`src/rtl/stack_xfer_sequencer.sv`:
```
// stack_xfer_sequencer: M-cycle sequencer for PUSH/POP of a multi-byte register group
module stack_xfer_sequencer #(
    parameter int BYTES   = 2,
    parameter int T_PER_M = 4,
    parameter int BIDX_W  = (BYTES > 1) ? $clog2(BYTES) : 1
) (
    input  logic              clk,
    input  logic              rst,
    input  logic              start,
    input  logic              op,
    input  logic [3:0]        p,
    input  logic              mem_ready,
    output logic              busy,
    output logic              done,
    output logic [3:0]        reg_sel,
    output logic [BYTES-1:0]  byte_sel,
    output logic [BIDX_W-1:0] byte_idx,
    output logic              address_out,
    output logic              bus_out,
    output logic              bus_load,
    output logic              sp_dec,
    output logic              sp_inc,
    output logic              ir_fetch
);
    localparam int TW = $clog2(T_PER_M);

    typedef enum logic [1:0] {IDLE, PRE, DATA, FETCH} state_t;

    state_t            state;
    logic [TW-1:0]     t;
    logic [BIDX_W-1:0] bidx;
    logic              pop;
    logic [3:0]        grp;
    logic              last_t;
    logic              last_byte;
    logic              accept;
    logic              is_data;
    logic              fire;

    assign last_t    = t == TW'(T_PER_M - 1);
    assign last_byte = pop ? bidx == BIDX_W'(BYTES - 1) : bidx == '0;
    assign accept    = start && $onehot(p) && (state == IDLE || (state == FETCH && last_t));
    assign is_data   = state == DATA;
    // a data M-cycle only completes (and strobes) on its last T-step with memory ready
    assign fire      = is_data && last_t && mem_ready;

    // sequence state: M-cycle phase, T-step, byte counter and latched request
    always_ff @(posedge clk or posedge rst) begin
        if (rst) begin
            state <= IDLE;
            t     <= '0;
            bidx  <= '0;
            pop   <= 1'b0;
            grp   <= '0;
        end else if (accept) begin
            state <= op ? DATA : PRE;
            t     <= '0;
            bidx  <= op ? '0 : BIDX_W'(BYTES - 1);
            pop   <= op;
            grp   <= p;
        end else if (state == FETCH && last_t) begin
            state <= IDLE;
            t     <= '0;
        end else if (state == PRE) begin
            t     <= last_t ? '0 : t + 1'b1;
            state <= last_t ? DATA : PRE;
        end else if (is_data) begin
            if (!last_t) begin
                t <= t + 1'b1;
            end else if (mem_ready) begin
                t     <= '0;
                state <= last_byte ? FETCH : DATA;
                bidx  <= last_byte ? bidx : (pop ? bidx + 1'b1 : bidx - 1'b1);
            end
        end else if (state == FETCH) begin
            t <= t + 1'b1;
        end
    end

    // control outputs decoded from the sequence state; strobes gated by memory ready
    always_comb begin
        busy        = state != IDLE;
        done        = state == FETCH && last_t;
        reg_sel     = busy ? grp : '0;
        byte_sel    = is_data ? BYTES'(1) << bidx : '0;
        byte_idx    = is_data ? bidx : '0;
        address_out = is_data;
        bus_out     = is_data && !pop && t != '0;
        bus_load    = fire && pop;
        sp_inc      = fire && pop;
        sp_dec      = (state == PRE && last_t) || (fire && !pop && bidx != '0);
        ir_fetch    = state == FETCH;
    end
endmodule

```
`config.mk`:
```
export PLATFORM = sky130hd
export DESIGN_NAME = stack_xfer_sequencer
export DESIGN_NICKNAME = d
export VERILOG_FILES = /design/src/rtl/stack_xfer_sequencer.sv
export SDC_FILE = /design/constraint.sdc
export NUM_CORES = 1
export LEC_CHECK = 0
export ABC_AREA = 0
export CAP_MARGIN = 5
export CORE_MARGIN = 5
export CORE_UTILIZATION = 50
export CTS_CLUSTER_DIAMETER = 40
export DETAILED_ROUTE_END_ITERATION = 12
export DONT_BUFFER_PORTS = 1
export GPL_ROUTABILITY_DRIVEN = 0
export PLACE_DENSITY_LB_ADDON = 0.15
export SLEW_MARGIN = 25
export SYNTH_ARGS = -nofsm -noshare
export SYNTH_HDL_FRONTEND = slang
export SYNTH_SLANG_ARGS = --single-unit
```
`constraint.sdc`:
```
create_clock -name clk -period 2.3 [get_ports clk]
set_input_delay 0.345 -clock clk [delete_from_list [all_inputs] [get_ports clk]]
set_output_delay 0.345 -clock clk [all_outputs]
set_load 0.02 [all_outputs]
```
==> results.md <==
- Cell variety after synth: 31
- Area of the multi-input gates: 409.1 um2
- Share of cells above drive strength 1: 25.61%
- Number of buffer and inverter instances along the worst setup path: 2
- Family with the most delay on the worst path: adder cells
- Num CTS Buffers: 3
- Synth area leader: sky130_fd_sc_hd__dfrtp_1
- Clock sinks: 10
- Share of flip-flops with an asynchronous set or reset: 100.0%
- Unrepaired setup endpoints after global routing: false
- Max clock buf depth: 2
- Non-Filler Instances: 97
- Initial core utilization: 54.78%
- Fmax achieved: 481.1 MHz
- Number of fillers in the final layout: 114
- Remaining routing DRC violations: 0
- Post-route clock period utilization: 90.36%
- Data arrival at the endpoint of the critical path: 2.23 ns
- Critical path start-end classification: primary input to flop
- Flip-flop and latch count after synthesis: 10
- Number of maximum-capacitance violations: 0
- Dpl cell area: 764.5 um2
- Floorplan die width: 48.23 um
- Most instantiated library cell after synthesis: sky130_fd_sc_hd__dfrtp_1
- Largest fanout of any net on the critical path: 7
- HP Class: primary input to flop
- Worst Setup Slack post-DPL: -0.07739 ns
- Count of pins over their slew limit: 0
- DR vias: 520
- Sequence of cells on the critical path: inv_8 -> fa_1 -> inv_1 -> ha_2 -> ha_1 -> and4bb_2 -> nor2b_4 -> mux2_4
- Count of flip-flops with a built-in enable after synthesis: 0
- Final instance area: 810.8 um2
- Avg Vias per Cell: 5.361
- Worst IR drop on VDD: 0.7985 mV
- Drt total wl: 1436 um
- Total grt overflow: 0
- Hpwl dp: 1109 um
- I/O pin total: 24
- Run status: finished clean
- Minimum clock period: 2.078 ns
- Leakage: 0.3839 nW
- Actual slew at the worst max-slew pin: 0.6179 ns
- Initial antenna violation count: 0
- Post-Synthesis Net Count: 90
- Total negative slack for setup checks: 0 ns
- Number of warnings printed during yosys synthesis: 0
- Total iterations of the first detailed-routing run: 4
- Share of the core filled with cells: 60.79%
- Overall track demand over capacity in global routing: 15.14%
- Count of placed standard cells including taps: 92
- Worst Slack Setup Final: 0.2216 ns
- Routed length per placed instance: 14.80 um
- Clock-pin slew reported for the worst setup and hold paths after clock tree synthesis: 0.07 ns
- Core Footprint: 1334 um2
- Final setup violation count: 0
- Number of global-route vias before repair: 536
- Flip-flop cell with the highest count after synthesis: sky130_fd_sc_hd__dfrtp_1
- DR iter-0 viols: 6
- Area added between synthesis and finish: 10.96%
- Critical Path RT: 2.46 ns
- Slowest cell on the critical path: sky130_fd_sc_hd__fa_1
- CP Capture Type: flop
- DRT antenna net count: 0
- TritonCTS clock tree: built
- Post-Synthesis Mean Instance Area: 9.614 um2
- Later-pin clock latency in the skew report: 0.27 ns
- Area fraction of the dominant cell type after synthesis: 34.25%
- Diode insertion count for antenna repair: 0
- Most common library cells after synthesis: 10 x sky130_fd_sc_hd__dfrtp_1, 9 x sky130_fd_sc_hd__inv_1, 6 x sky130_fd_sc_hd__nor2_1, 5 x sky130_fd_sc_hd__mux2_4
- Clock tree root buffer cell: sky130_fd_sc_hd__clkbuf_4
- Slowest cell delay on critical path: 0.52 ns
- Leading cell types by total area after synthesis: sky130_fd_sc_hd__dfrtp_1 34%, sky130_fd_sc_hd__mux2_4 10%, sky130_fd_sc_hd__ha_1 6.8%
- Type of origin of the critical path: primary input
- Area of the die: 2326 um2
- # resized after CTS: 0
- Maximum number of pins on one net before global-route repair: 11
- Worst max-slew margin expressed relative to the limit: 58.49%
- Number of placement rows: 13
- Sequential Area: 250.2 um2
- # port buffers: 0
- Total standard cell area after synthesis: 730.7 um2
- Number of levels the H-tree was split into: 1
- First-pass GRT wire length: 2421 um
- Worst Skew: 0.003748 ns
- Power density over cell area: 1364 nW/um2
- Synthesized instance count: 76
- Part of the Yosys area used for sequential elements: 34.25%
- Vert. Die Dim: 48.23 um
- Number of nets in the finished design: 97
- Final hold vios: 0
==> layer usage <==
metal  vias to the layer above  track usage (%)  wire length, um
li1                        263                -                -
met1                       238            20.45              636
met2                        17            22.40              667
met3                         2            6.642              126
met4                         0            3.226                5
met5                         -                0                0
==> layout by cell type (no fill, tap or decap) <==
cell type                        n
sky130_fd_sc_hd__dfrtp_1        10
sky130_fd_sc_hd__inv_1           8
sky130_fd_sc_hd__nor2_1          6
sky130_fd_sc_hd__mux2_4          5
sky130_fd_sc_hd__buf_4           5
sky130_fd_sc_hd__nand2b_1        4
sky130_fd_sc_hd__a21oi_1         4
sky130_fd_sc_hd__nor2b_1         4
sky130_fd_sc_hd__ha_1            3
sky130_fd_sc_hd__clkbuf_4        3
sky130_fd_sc_hd__nor2_2          2
sky130_fd_sc_hd__mux2i_1         2
sky130_fd_sc_hd__nand2_1         2
sky130_fd_sc_hd__nor3_1          2
sky130_fd_sc_hd__o211ai_1        2
sky130_fd_sc_hd__and3_1          1
sky130_fd_sc_hd__and4bb_2        1
sky130_fd_sc_hd__nor2b_4         1
sky130_fd_sc_hd__inv_2           1
sky130_fd_sc_hd__nand3_1         1
sky130_fd_sc_hd__and4_1          1
sky130_fd_sc_hd__o21ai_0         1
sky130_fd_sc_hd__o221ai_1        1
sky130_fd_sc_hd__inv_8           1
sky130_fd_sc_hd__clkinv_1        1
sky130_fd_sc_hd__and2_1          1
sky130_fd_sc_hd__nand4b_1        1
sky130_fd_sc_hd__a21boi_1        1
sky130_fd_sc_hd__xor2_1          1
sky130_fd_sc_hd__o21ai_1         1
sky130_fd_sc_hd__o21a_1          1
sky130_fd_sc_hd__fa_1            1
sky130_fd_sc_hd__ha_2            1
sky130_fd_sc_hd__clkbuf_8        1
sky130_fd_sc_hd__dlygate4sd3_1   1
==> through the flow <==
| step | hold slack (ns) | power (mW) |
|---|---|---|
| 2_1_floorplan | 0.1852 | 0.8616 |
| 3_3_place_gp | 0.2307 | 0.9378 |
| 3_5_place_dp | 0.2399 | 0.9488 |
| 4_1_cts | 0.1442 | 1.125 |
| 5_1_grt | 0.1527 | 1.208 |
| 6_report | 0.1564 | 1.106 |
==> cell type report <==
class / count / share of cell area, %
repair buffers: 6 / 5.864
multi-input cells: 51 / 50.46
inverters: 11 / 6.019
flip-flops and latches: 10 / 30.86
well taps: 15 / 2.315
clock buffers: 4 / 4.475
==> power by group <==
group / total, mW / switching (mW) / internal, mW
clock network: 0.161 / 0.0649 / 0.0962
registers: 0.359 / 0.0966 / 0.262
logic: 0.586 / 0.350 / 0.236
==> worst paths after layout <==
kind | slack [ns] | to | depth (start not counted) | startpoint
setup / recovery | 0.22 | grp[1] | 8 | p[3]
hold reg to reg | 0.51 | grp[0] | 1 | grp[0]
max in group asynchronous | 1.53 | state[1] | 2 | rst
setup reg to reg | 0.58 | grp[1] | 5 | t[0]
min in group asynchronous | 0.49 | t[0] | 2 | rst
hold / removal | 0.16 | bidx | 1 | op
==> logic make-up after synthesis <==
kind of cell,count (synthesis),synth area share (%)
muxes,7,13.01
buffers and inverters,15,10.79
DFF,10,34.25
adders and majority gates,5,9.589
xor gates and xnor gates,1,1.199
AOI/OAI and AO/OA,11,9.417
and+or+nand+nor,27,21.75
==> timing repair <==
item                                   4_1_cts  5_1_grt
hold buffers                                 1        0
buffers inserted                             0        0
endpoints found under the hold margin       10        0
==> sequential cells by signal (all words and copies together), names as in the netlist <==
register,flops
bidx,1
grp,4
pop,1
state,2
t,2
(Power assumes the default switching activity.)
